$ cat src/rtl/i2c_codec_target_pkg.sv
// Shared definitions for the I2C codec-control target.
// Contents: FSM state encoding, register reset defaults, frame bit positions,
// and a helper returning the reset default for a register index.
package i2c_codec_target_pkg;

  typedef enum logic [2:0] {
    ST_IDLE      = 3'd0,
    ST_ADDR      = 3'd1,
    ST_ACK_A     = 3'd2,
    ST_BYTE1     = 3'd3,
    ST_ACK_1     = 3'd4,
    ST_BYTE2     = 3'd5,
    ST_ACK_2     = 3'd6,
    ST_WAIT_STOP = 3'd7
  } state_t;

  // First data byte layout: {reg[6:0], data[8]}
  localparam int REG_MSB   = 7;
  localparam int REG_LSB   = 1;
  localparam int DATA8_BIT = 0;

  localparam int NUM_DEFAULTS = 10;
  localparam logic [8:0] REG_DEFAULTS [NUM_DEFAULTS] = '{
    9'h097, 9'h097, 9'h079, 9'h079, 9'h00A,
    9'h008, 9'h09F, 9'h00A, 9'h000, 9'h000
  };

  // Reset default for any index; indices without a listed default reset to 0.
  function automatic logic [8:0] reg_default(input int idx);
    logic [8:0] val;
    val = 9'h000;
    for (int i = 0; i < NUM_DEFAULTS; i++) begin
      if (idx == i) begin
        val = REG_DEFAULTS[i];
      end
    end
    return val;
  endfunction

endpackage

$ cat src/rtl/i2c_codec_target_bus_sync.sv
// Bus front end: 2-FF synchronizers on SCL/SDA followed by a registered edge
// stage. A pin change shows up on the event outputs 3 clk after it happens.
// Ports:
//   clk, rst      system clock, synchronous active-high reset
//   scl_in,sda_in asynchronous bus levels
//   scl_rise/scl_fall  one-clk SCL edge pulses
//   start_det/stop_det one-clk START (SDA fall, SCL high) / STOP (SDA rise, SCL high)
//   sda_level     synchronized SDA, aligned with the event pulses
module i2c_bus_sync (
  input  logic clk,
  input  logic rst,
  input  logic scl_in,
  input  logic sda_in,
  output logic scl_rise,
  output logic scl_fall,
  output logic start_det,
  output logic stop_det,
  output logic sda_level
);

  logic [1:0] scl_sync_r;
  logic [1:0] sda_sync_r;
  logic       scl_prev_r;
  logic       sda_prev_r;

  // Synchronize the bus lines and register edge/condition pulses.
  always_ff @(posedge clk) begin
    if (rst) begin
      scl_sync_r <= 2'b11;
      sda_sync_r <= 2'b11;
      scl_prev_r <= 1'b1;
      sda_prev_r <= 1'b1;
      scl_rise   <= 1'b0;
      scl_fall   <= 1'b0;
      start_det  <= 1'b0;
      stop_det   <= 1'b0;
      sda_level  <= 1'b1;
    end else begin
      scl_sync_r <= {scl_sync_r[0], scl_in};
      sda_sync_r <= {sda_sync_r[0], sda_in};
      scl_prev_r <= scl_sync_r[1];
      sda_prev_r <= sda_sync_r[1];
      scl_rise   <= scl_sync_r[1] & ~scl_prev_r;
      scl_fall   <= ~scl_sync_r[1] & scl_prev_r;
      // SCL must be high both before and after the SDA change.
      start_det  <= scl_sync_r[1] & scl_prev_r & sda_prev_r & ~sda_sync_r[1];
      stop_det   <= scl_sync_r[1] & scl_prev_r & ~sda_prev_r & sda_sync_r[1];
      sda_level  <= sda_sync_r[1];
    end
  end

endmodule

$ cat src/rtl/i2c_codec_target.sv
// I2C write-only target modelling an audio codec control port.
// Frame: START, {ADDRESS,W}, {reg[6:0],data[8]}, {data[7:0]}, STOP.
// Ports:
//   clk, rst          system clock (>= 16x SCL), synchronous active-high reset
//   scl_in, sda_in    asynchronous bus levels
//   sda_oe            1 pulls SDA low (ACK)
//   wr_strobe         one-clk pulse per committed write
//   wr_reg, wr_data   index/data of the last committed write (held)
//   rd_addr, rd_data  combinational register-file read; 0 beyond NUM_REGS
//   busy              high between START and STOP
// Build option: define I2C_TGT_RESET_REG_EN to accept writes to index 15,
// which restore every register to its reset default.
// rd_data shows a committed write from the clk after the write edge.
module i2c_codec_target
  import i2c_codec_target_pkg::*;
#(
  parameter logic [6:0] ADDRESS  = 7'h1A,
  parameter int         NUM_REGS = 10
) (
  input  logic       clk,
  input  logic       rst,
  input  logic       scl_in,
  input  logic       sda_in,
  output logic       sda_oe,
  output logic       wr_strobe,
  output logic [6:0] wr_reg,
  output logic [8:0] wr_data,
  input  logic [3:0] rd_addr,
  output logic [8:0] rd_data,
  output logic       busy
);

  localparam logic [6:0] NUM_REGS_W = 7'(NUM_REGS);
`ifdef I2C_TGT_RESET_REG_EN
  localparam logic [6:0] RESET_REG_IDX = 7'h0F;
`endif

  logic       scl_rise;
  logic       scl_fall;
  logic       start_det;
  logic       stop_det;
  logic       sda_level;

  state_t     state_r;
  logic [3:0] bit_cnt_r;
  logic [7:0] shift_r;
  logic [6:0] reg_idx_r;
  logic       data8_r;
  logic [8:0] regs_r [NUM_REGS];

  logic       collecting_s;
  logic       bit_in_s;
  logic       byte_done_s;
  logic       addr_match_s;
  logic       idx_accept_s;

  i2c_bus_sync u_sync (
    .clk       (clk),
    .rst       (rst),
    .scl_in    (scl_in),
    .sda_in    (sda_in),
    .scl_rise  (scl_rise),
    .scl_fall  (scl_fall),
    .start_det (start_det),
    .stop_det  (stop_det),
    .sda_level (sda_level)
  );

  assign collecting_s = (state_r == ST_ADDR) || (state_r == ST_BYTE1) || (state_r == ST_BYTE2);
  assign bit_in_s     = collecting_s && scl_rise && (bit_cnt_r != 4'd8);
  // The ACK decision is made on the SCL fall that ends the 8th bit.
  assign byte_done_s  = scl_fall && (bit_cnt_r == 4'd8);
  assign addr_match_s = (shift_r[7:1] == ADDRESS) && (shift_r[0] == 1'b0);
`ifdef I2C_TGT_RESET_REG_EN
  assign idx_accept_s = (shift_r[REG_MSB:REG_LSB] < NUM_REGS_W) ||
                        (shift_r[REG_MSB:REG_LSB] == RESET_REG_IDX);
`else
  assign idx_accept_s = (shift_r[REG_MSB:REG_LSB] < NUM_REGS_W);
`endif

  // Protocol FSM, register file and registered outputs.
  always_ff @(posedge clk) begin
    if (rst) begin
      state_r   <= ST_IDLE;
      bit_cnt_r <= 4'd0;
      shift_r   <= 8'h00;
      reg_idx_r <= 7'h00;
      data8_r   <= 1'b0;
      sda_oe    <= 1'b0;
      wr_strobe <= 1'b0;
      wr_reg    <= 7'h00;
      wr_data   <= 9'h000;
      busy      <= 1'b0;
      for (int i = 0; i < NUM_REGS; i++) begin
        regs_r[i] <= reg_default(i);
      end
    end else begin
      wr_strobe <= 1'b0;
      if (stop_det) begin
        state_r   <= ST_IDLE;
        bit_cnt_r <= 4'd0;
        sda_oe    <= 1'b0;
        busy      <= 1'b0;
      end else if (start_det) begin
        // Also covers repeated START: any partial frame is dropped.
        state_r   <= ST_ADDR;
        bit_cnt_r <= 4'd0;
        sda_oe    <= 1'b0;
        busy      <= 1'b1;
      end else begin
        if (bit_in_s) begin
          shift_r   <= {shift_r[6:0], sda_level};
          bit_cnt_r <= bit_cnt_r + 4'd1;
        end
        case (state_r)
          ST_ADDR: begin
            if (byte_done_s) begin
              bit_cnt_r <= 4'd0;
              if (addr_match_s) begin
                sda_oe  <= 1'b1;
                state_r <= ST_ACK_A;
              end else begin
                state_r <= ST_WAIT_STOP;
              end
            end
          end
          ST_BYTE1: begin
            if (byte_done_s) begin
              bit_cnt_r <= 4'd0;
              reg_idx_r <= shift_r[REG_MSB:REG_LSB];
              data8_r   <= shift_r[DATA8_BIT];
              if (idx_accept_s) begin
                sda_oe  <= 1'b1;
                state_r <= ST_ACK_1;
              end else begin
                state_r <= ST_WAIT_STOP;
              end
            end
          end
          ST_BYTE2: begin
            if (byte_done_s) begin
              bit_cnt_r <= 4'd0;
              sda_oe    <= 1'b1;
              wr_strobe <= 1'b1;
              wr_reg    <= reg_idx_r;
              wr_data   <= {data8_r, shift_r};
              state_r   <= ST_ACK_2;
`ifdef I2C_TGT_RESET_REG_EN
              if (reg_idx_r == RESET_REG_IDX) begin
                for (int i = 0; i < NUM_REGS; i++) begin
                  regs_r[i] <= reg_default(i);
                end
              end else begin
                for (int i = 0; i < NUM_REGS; i++) begin
                  if (reg_idx_r == 7'(i)) regs_r[i] <= {data8_r, shift_r};
                end
              end
`else
              for (int i = 0; i < NUM_REGS; i++) begin
                if (reg_idx_r == 7'(i)) regs_r[i] <= {data8_r, shift_r};
              end
`endif
            end
          end
          ST_ACK_A, ST_ACK_1, ST_ACK_2: begin
            if (scl_fall) begin
              sda_oe    <= 1'b0;
              bit_cnt_r <= 4'd0;
              state_r   <= (state_r == ST_ACK_A) ? ST_BYTE1 :
                           (state_r == ST_ACK_1) ? ST_BYTE2 : ST_WAIT_STOP;
            end
          end
          ST_IDLE, ST_WAIT_STOP: begin
            state_r <= state_r;
          end
          default: begin
            state_r <= ST_IDLE;
            sda_oe  <= 1'b0;
          end
        endcase
      end
    end
  end

  // Combinational read port; out-of-range indices read as zero.
  always_comb begin
    rd_data = 9'h000;
    for (int i = 0; i < NUM_REGS; i++) begin
      rd_data = (rd_addr == 4'(i)) ? regs_r[i] : rd_data;
    end
  end

endmodule

$ cat config.mk
export PLATFORM = sky130hd
export DESIGN_NAME = i2c_codec_target
export DESIGN_NICKNAME = d
export VERILOG_FILES = /design/src/rtl/i2c_codec_target_pkg.sv /design/src/rtl/i2c_codec_target_bus_sync.sv /design/src/rtl/i2c_codec_target.sv
export SDC_FILE = /design/constraint.sdc
export NUM_CORES = 1
export LEC_CHECK = 0
export ABC_AREA = 1
export CORE_MARGIN = 1
export CORE_UTILIZATION = 59
export CTS_BUF_LIST = sky130_fd_sc_hd__clkbuf_16
export DETAILED_ROUTE_END_ITERATION = 10
export GPL_ROUTABILITY_DRIVEN = 0
export GPL_TIMING_DRIVEN = 0
export PLACE_DENSITY = 0.83
export SLEW_MARGIN = 20
export SYNTH_ARGS = -nofsm -noshare
export SYNTH_HDL_FRONTEND = slang
export SYNTH_SLANG_ARGS = --single-unit
$ cat constraint.sdc
create_clock -name clk -period 3.8 [get_ports clk]
set_clock_uncertainty 0.1 [all_clocks]
set_input_delay 1.14 -clock clk [delete_from_list [all_inputs] [get_ports clk]]
set_output_delay 1.14 -clock clk [all_outputs]
set_load 0.05 [all_outputs]
; ---- Yosys cells after proc, flatten, opt, wreduce, memory -nomap -nowiden
; Memory sizes are Yosys's and may differ from the RTL's.
; Index checks and enable logic that the tools add are counted.
; W data, S select, Z words.
[op_classes]
mux = 120
n_lt_le_gt_ge = 1
bitwise_logic = 26
n_reduce_logical = 22
n_eq_ne = 39
addsub = 1
[op_table]
columns = cell, count
row1 = $mux W9, 26
row2 = $mux W1, 80
row3 = $eq A7 B3 Y1 const B, 4
row4 = $mux W3, 6
row5 = $eq A4 B3 Y1 const B, 4
row6 = $eq A7 B2 Y1 const B, 2
row7 = $eq A7 B4 Y1 const B, 2
row8 = $eq A3 B3 Y1 const B, 4
row9 = $eq A4 B4 Y1 const B, 3
row10 = $mux W4, 3
row11 = $pmux W3 S4, 1
row12 = $ne A2 B2 Y1 const B, 5
row13 = $or A1 B1 Y1, 10
row14 = $reduce_and A5 Y1, 2
row15 = $ne A3 B2 Y1 const B, 3
row16 = $not A1 Y1, 9
row17 = $reduce_or A3 Y1, 3
row18 = $eq A4 B2 Y1 const B, 2
row19 = $pmux W4 S2, 1
row20 = $reduce_and A4 Y1, 2
row21 = $and A1 B1 Y1, 7
row22 = $eq A7 B1 Y1 const B, 1
row23 = $eq A7 B5 Y1 const B, 1
row24 = $logic_not A7 Y1, 1
row25 = other kinds (19), 27
[word_totals]
reg_bits = 52
in_bits = 8
mem_bits_rw = 90
output_inout_bits = 28
mem_count = 1
wordCells = 229
[memory_table]
columns = name, words, word_bits, rd, rd_clocked_by_memory_dff, wr, line
row1 = regs_r, 10, 9, 10, 0, 10, i2c_codec_target.sv:49  ; logic [8:0] regs_r [NUM_REGS];

; ---- Logic depth before layout (Yosys ltp)
; Gate-level depths: netlist of the first run.
[logic_depth]
depth_word = 11
depth_mapped = 10
mapped_depth_nobuf = 10

; ---- Hierarchy
; From an unflattened synthesis of the first run, not the netlist that was laid out.
[hier_totals]
cells_unflattened = 675
hier_area_um2 = 6115.9
[by_module_without_submodules]
columns = mod, cells_each, seq_area_each_um2, n_inst, area_each_um2
row1 = i2c_codec_target, 646, 3543.4, 1, 5830.6
row2 = i2c_bus_sync, 29, 200.2, 1, 285.3

; ---- Least setup slack after synthesis of the first run
; No wires, ideal clock.
[synth_timing]
kind = input port to output port
startpoint = input port rd_addr[1]
endpoint = output port rd_data[0]
arrival_ps = 2564
path_buffers = 1
path_stages = 4
path_slack_ps = -4
required_time_ps = 2560
cell_sequence = buf_2 -> nor4_1 -> nand2_1 -> nand4_1
[synth_via]
elab_chain_len = 11
word_cells_on_any_way = 20
cone_classes = eq/ne: 9 / mux: 10 / reduce/logical: 1
[synth_rtl]
columns = element, line
row1 = "start, declared", i2c_codec_target.sv:28  ; input logic [3:0] rd_addr,
row2 = $logic_not A4 Y1, i2c_codec_target.sv:189  ; rd_data = (rd_addr == 4'(i)) ? regs_r[i] : rd_data;
row3 = $mux W9 (9 in a row), i2c_codec_target.sv:189
row4 = $mux W9 (*), i2c_codec_target.sv:189
row5 = "end, declared", i2c_codec_target.sv:29  ; output logic [8:0] rd_data,
; Mark *: on every way between the ends. The rest lies on a longest branch, timed or not.

; ---- Final worst setup path of the first run
[layout_timing]
startpoint = input port rd_addr[0]
endpoint = output port rd_data[7]
; The elaborated chain is that of the path after synthesis.

==> flow_summary_export.csv, run 1 <==
group,metric,value,unit
floorplanning,start_util,61.3,%
worst_setup_path,cp_top_family,"simple AND/OR/NAND/NOR gates",
worst_setup_path,critPathKind,"input pin to output pin",
flow_run,cap_violations,0,
drt,routed_wirelength,15000,um
worst_setup_path,cp-start-kind,"input pin",
worst_setup_path,rr_endpoint,"regs_r[8][4]",
hold_path,hold_depth,1,
synthesis,syn_nets,670,
drt,num_vias,4944,
drt,drt_drc_violations_left,0,
power,powerDensity,473,mW/mm2
cells_and_area,ff_latch_area,0.00374,mm2
cells_and_area,area_growth_syn_to_layout,20.0,%
clock_network,cts_buffer_depth,2,
hold_path,hold_start,"u_sync.sda_sync_r[0]",
cells_and_area,largestRegisters,"regs_r x90, wr_data x9, shift_r x8",
hold_path,hp-class,"register to register",
worst_setup_path,r2r_start,"bit_cnt_r[0]",
worst_setup_path,critPathBufInv,4,
clock_network,h-tree-depth,4,
hold_path,hold-path-endpoint,"u_sync.sda_sync_r[1]",
worst_setup_path,critPathArrivalTime,2.51,ns
synthesis,ys.warnings.count,0,
worst_setup_path,r2r_slack,1.20,ns
clock_network,clk_pin_slew_worst_paths,0.06,ns
floorplanning,ios,36,
sta,hold-worst-slack,0.320,ns
synthesis,synthCells,660,
sta,tns,0,ns
floorplanning,std_cell_rows,36,
cells_and_area,largest_reg_flops,90,
clock_network,clkLatencyLatePin,0.42,ns
drt,avgRoutedWirePerCell,17.4,um
cells_and_area,nets,728,
sta,fin_ws,0.0466,ns
worst_setup_path,crit_path_end_kind,"output pin",
worst_setup_path,cp.required,2.56,ns
power,ir_drop,0.456,mV
synthesis,seq_area_frac_synth,62.0,%
floorplanning,die_height,103,um
sta,fmax,0.266,GHz
synthesis,ys_ff_latch,142,
outcome,outcome,"finished clean",
grt,antenna_found_initial,0,
synthesis,yosysUniqueCellTypes,28,
power,p_leak,2.61,nW
grt,grt_max_degree,17,
sta,setup_viol,0,
grt,grt_pass1_vias,4645,
grt,grt_pass1_wl,22500,um
worst_setup_path,reg2reg_depth,8,
drt,drtAntennaViolNets,0,
floorplanning,core,0.00986,mm2
synthesis,synth_area_per_cell,9.15,um2
clock_network,cts_tree,"yes",
clock_network,cts_buffers,17,
cells_and_area,multi_input_area,0.00208,mm2
sta,period_share,98.8,%
sta,maxSlewViolCount,0,
synthesis,syn-cell-area,0.00604,mm2
drt,vias_per_cell,5.72,
sta,hold_viol,0,
sta,relSlewSlack,39.7,%
sta,tightestPinTransition,0.898,ns
worst_setup_path,cp_slowest_stage_delay,0.25,ns
floorplanning,dieArea,0.0106,mm2
cells_and_area,max_flop_register,"regs_r",
sta,period_needed,3.75,ns
placement,dp_slack,-1.38,ns
floorplanning,die_x,103,um
cells_and_area,num-fill-cells,671,
cells_and_area,diodes,0,
drt,drtIter0Drc,392,
grt,overflow,0,
worst_setup_path,path_cells,"buf_2 > inv_2 > nor2_4 > inv_1 > nor2_2 > nand2_1 > nand4_1 > nor2_2 > nand4_1 > buf_4",
clock_network,ctsRootBufferMaster,"clkbuf_16",
drt,dr.pass1.iters,7,
worst_setup_path,cp_max_fo,6,
grt,grt_use_total,29.3,%
placement,hpwlAfterDp,9750,um
cells_and_area,drive_above_1_share,14.2,%
clock_network,clkSinkCount,142,
placement,place.port_buffers,32,
worst_setup_path,slowest_stage,"nor2_2",
[how the worst max path moves through the flow]
| stage | startpoint | to | slack [ns] | cells past startpoint |
|---|---|---|---|---|
| floorplan | rd_addr[0] | rd_data[0] | 0.006 | 9 |
| global placement | rd_addr[3] | rd_data[1] | -1.20 | 9 |
| detailed placement | rd_addr[3] | rd_data[1] | -1.38 | 9 |
| CTS | rd_addr[3] | rd_data[5] | 0.006 | 10 |
| global route | rd_addr[0] | rd_data[7] | -0.04 | 10 |
| finish | rd_addr[0] | rd_data[7] | 0.05 | 10 |
[report_power, final]
part / internal [mW] / total [mW] / switching (mW)
clock: 0.855 / 1.55 / 0.696
sequential: 1.67 / 1.68 / 0.0118
combinational: 0.0521 / 0.197 / 0.145
total: 2.57 / 3.42 / 0.853
[worst register-to-register path: stages, from the launching register on]
cell and delay (ns):
dfxtp_1 0.33, inv_1 0.08, ha_1 0.22, nand4_4 0.16, nor2_2 0.14, nand2_2 0.12
nor2_1 0.20, nand3_2 0.14, o21ai_1 0.73
[logic make-up (layout without fill, tap and decap cells)]
group / count (synthesis) / count (layout) / share of synthesized area, %
fa+ha+maj: 2 / 2 / 0.414
buf+inv: 87 / 157 / 5.51
simple gates: 349 / 350 / 25.3
xor+xnor: 2 / 2 / 0.290
flops: 142 / 142 / 62.0
compound gates: 78 / 78 / 6.56
[cell usage in the layout, fill, tap and decap left out, types with 3 or more instances in the layout]
master | netlist | routed
a21oi_1 | 36 | 36
buf_2 | 5 | 7
buf_4 | 0 | 9
clkbuf_1 | 18 | 17
clkbuf_16 | 0 | 17
clkdlybuf4s50_1 | 0 | 22
clkinvlp_4 | 0 | 5
dfxtp_1 | 52 | 52
edfxtp_1 | 90 | 90
inv_1 | 54 | 52
inv_2 | 10 | 11
inv_6 | 0 | 5
inv_8 | 0 | 3
nand2_1 | 132 | 129
nand2_2 | 2 | 3
nand3_1 | 32 | 32
nand4_1 | 23 | 23
nor2_1 | 130 | 120
nor2_2 | 9 | 16
nor2_4 | 1 | 5
nor3_1 | 7 | 5
nor3_4 | 2 | 5
o21ai_0 | 38 | 36
o21ai_1 | 1 | 3
or2_2 | 5 | 5
[what timing repair did]
| action | 4_1_cts | 5_1_grt |
|---|---|---|
| setup endpoints to repair | 9 | 9 |
| cloned | 0 | 1 |
| pin swaps | 4 | 5 |
| setup buffers | 5 | 1 |
| resized for setup | 72 | 21 |
| hold buffers | 0 | 0 |
[routing by layer]
layer  global-route usage (%)  part of all wire, %
met1                     35.7                   38
met2                     48.9                   50
met3                     6.05                  7.9
met4                     16.9                  3.9
met5                        0                    0
[cell type report]
class,instances,area share (%)
inverter,64,3.35
buffer,23,1.33
clock inverter,15,1.76
sequential,142,51.6
multi-input combinational,432,28.7
tap,133,2.30
clock buffer,17,5.87
timing repair buffer,38,5.08
[synth_stat cells]
library cell  instances  share of area [%]
edfxtp_1             90                 45
nand4_1              23                2.4
nand3_1              32                2.7
xor2_1                2               0.29
clkbuf_1             18                1.1
a211oi_1              2               0.25
nor2_4                1               0.19
buf_2                 5               0.41
nor3_1                7               0.58
nor3_2                1               0.17
ha_1                  2               0.41
and3_1                1               0.10
or2_2                 5               0.52
nand2_2               2               0.21
dfxtp_1              52                 17
nor2_2                9               0.93
a31oi_1               1               0.10
inv_1                54                3.4
o21ai_1               1              0.083
inv_2                10               0.62
nand3_2               1               0.17
o21ai_0              38                3.1
nand2_1             132                8.2
nor2_1              130                8.1
a21oi_1              36                3.0
nor4_1                2               0.21
nor3_4                2               0.54
nand4_4               1               0.35
[stage by stage]
step           total power [mW]  cells  util, %  area [um2]
4_1_cts                    3.42    862     72.8        7180
3_5_place_dp               1.89    825     66.2        6540
5_1_grt                    3.51    864     73.5        7250
3_3_place_gp               1.88    825     66.2        6540
2_1_floorplan              1.83    660        -        6050
6_report                   3.42    864     73.5        7250
Note: power is estimated with default switching activity, not from simulation.
==> run 2: changes to the inputs <==
--- a/config.mk
+++ b/config.mk
@@ -12,6 +12,7 @@
 export DETAILED_ROUTE_END_ITERATION = 10
 export GPL_ROUTABILITY_DRIVEN = 0
 export GPL_TIMING_DRIVEN = 0
+export MAX_ROUTING_LAYER = met4
 export PLACE_DENSITY = 0.83
 export SLEW_MARGIN = 20
 export SYNTH_ARGS = -nofsm -noshare
==> run 2 against run 1 <==
Against the previous run: flip-flop and latch count is the same; wire length is essentially flat; cell count is the same; via count shrank 0.67%; worst setup slack lost 0.0034 ns; utilization is the same; combinational power is essentially flat; fmax is essentially flat; power grew 0.14%; critical endpoint unchanged; largest cell class unchanged; highest routed layer unchanged.
==> flow_summary_export.csv, run 2 (synthesis results as in run 1) <==
group,metric,value,unit
power,powerDensity,473,mW/mm2
floorplanning,die_height,103,um
floorplanning,std_cell_rows,36,
grt,grt_use_total,30.3,%
worst_setup_path,r2r_start,"bit_cnt_r[0]",
drt,vias_per_cell,5.68,
worst_setup_path,r2r_slack,1.18,ns
power,p_leak,2.61,nW
sta,hold_viol,0,
clock_network,cts_buffers,17,
drt,drtAntennaViolNets,0,
worst_setup_path,crit_path_end,"rd_data[7]",
grt,grt-busiest-layer,"met2",
clock_network,ctsRootBufferMaster,"clkbuf_16",
cells_and_area,nets,728,
floorplanning,die_x,103,um
placement,postPlaceCellArea,0.00654,mm2
grt,use_met3,5.98,%
power,ir_drop,0.459,mV
grt,overflow,0,
power,switching_power,858,uW
placement,dp.cells,825,
clock_network,cts_buffer_depth,2,
cells_and_area,final_core_util,73.5,%
grt,grt_pass1_vias,4642,
drt,drtIter0Drc,412,
grt,antenna_found_initial,0,
worst_setup_path,cp.required,2.56,ns
placement,hpwlAfterDp,9750,um
drt,dr.pass1.iters,6,
worst_setup_path,worstSetupStartpoint,"rd_addr[0]",
drt,num_vias,4911,
sta,tns,0,ns
grt,grt_pass1_wl,22500,um
cells_and_area,diodes,0,
clock_network,clkSinkCount,142,
grt,met1_usage,35.8,%
sta,relSlewSlack,38.6,%
cells_and_area,largestRegisters,"regs_r x90, wr_data x9, shift_r x8",
sta,fmax,0.266,GHz
floorplanning,start_util,61.3,%
power,switching_share,25.0,%
clock_network,clk_pin_slew_worst_paths,0.06,ns
sta,period_share,98.9,%
floorplanning,core,0.00986,mm2
cells_and_area,multi_input_area,0.00208,mm2
power,comb_power_share,5.7,%
sta,fin_ws,0.0432,ns
cells_and_area,max_flop_register,"regs_r",
outcome,outcome,"finished clean",
cells_and_area,finalInstanceArea,0.00725,mm2
placement,place.port_buffers,32,
cells_and_area,area_growth_syn_to_layout,20.0,%
drt,routed_wirelength,15000,um
grt,met2_usage,48.7,%
clock_network,clkLatencyLatePin,0.42,ns
floorplanning,ios,36,
cells_and_area,largest_reg_flops,90,
hold_path,hp-class,"register to register",
flow_run,cap_violations,0,
drt,drt_drc_violations_left,0,
clock_network,h-tree-depth,4,
sta,tightestPinTransition,0.914,ns
worst_setup_path,cp-start-kind,"input pin",
worst_setup_path,cp_max_fo,6,
worst_setup_path,reg2reg_depth,8,
cells_and_area,num-fill-cells,671,
cells_and_area,final_common_cell,"nand2_1",
worst_setup_path,rr_endpoint,"regs_r[8][4]",
cells_and_area,drive_above_1_share,14.2,%
grt,grt_max_degree,17,
power,power.internal,2.57,mW
sta,maxSlewViolCount,0,
cells_and_area,final_cell_mix,"129 x nand2_1, 120 x nor2_1, 90 x edfxtp_1, 52 x inv_1, 52 x dfxtp_1",
worst_setup_path,critPathArrivalTime,2.52,ns
cells_and_area,final_cells,864,
drt,avgRoutedWirePerCell,17.4,um
clock_network,cts_tree,"yes",
power,power_frac_seq,48.9,%
worst_setup_path,crit_path_end_kind,"output pin",
power,clkPwrFrac,45.4,%
cells_and_area,ff_latch_area,0.00374,mm2
floorplanning,dieArea,0.0106,mm2
worst_setup_path,critPathKind,"input pin to output pin",
sta,setup_viol,0,
power,power,3.43,mW
sta,hold-worst-slack,0.319,ns
sta,period_needed,3.76,ns
placement,dp_slack,-1.38,ns
[run 2: cell counts in the layout (fill, tap and decap cells not counted)]
No cell type changed its count.
[run 2: worst min path at each step]
stage / start / endpoint / cells past startpoint
6_report: u_sync.sda_sync_r[0] / u_sync.sda_sync_r[1] / 1
4_1_cts: u_sync.scl_sync_r[0] / u_sync.scl_sync_r[1] / 1
2_1_floorplan: u_sync.scl_sync_r[0] / u_sync.scl_sync_r[1] / 1
3_3_place_gp: u_sync.scl_sync_r[0] / u_sync.scl_sync_r[1] / 1
3_5_place_dp: u_sync.scl_sync_r[0] / u_sync.scl_sync_r[1] / 1
5_1_grt: u_sync.sda_sync_r[0] / u_sync.sda_sync_r[1] / 1
[run 2: per-layer routing]
metal | wire [um] | up-vias
li1 | - | 2309
met1 | 5790 | 2270
met2 | 7390 | 264
met3 | 1150 | 68
met4 | 691 | 0
met5 | 0 | -
[run 2: final cells by class]
| class | count | share of cell area [%] |
|---|---|---|
| timing repair buffer | 38 | 5.08 |
| buffer | 23 | 1.33 |
| inverter | 64 | 3.35 |
| tap | 133 | 2.30 |
| sequential | 142 | 51.6 |
| clock buffer | 17 | 5.87 |
| multi-input combinational | 432 | 28.7 |
| clock inverter | 15 | 1.76 |
[run 2: timing repair]
action / in CTS / in global routing
hold buffers: 0 / 0
gates cloned: 0 / 1
resized for setup: 72 / 21
pin swaps: 4 / 5
endpoints found under the setup margin: 9 / 9
setup buffers: 5 / 1
[run 2: power by group through the flow]
stage	Combinational, mW	Sequential, mW	Clock, mW
CTS	0.187	1.68	1.55
finish	0.197	1.68	1.56
floorplan	0.119	1.71	0
detailed placement	0.179	1.71	0
global placement	0.174	1.71	0
global route	0.213	1.68	1.62
[run 2: critical path: stages]
cell     delay (ns)
buf_2          0.22
inv_2          0.07
nor2_4         0.11
inv_1          0.13
nor2_2         0.25
nand2_1        0.10
nand4_1        0.17
nor2_2         0.06
nand4_1        0.07
buf_4          0.20
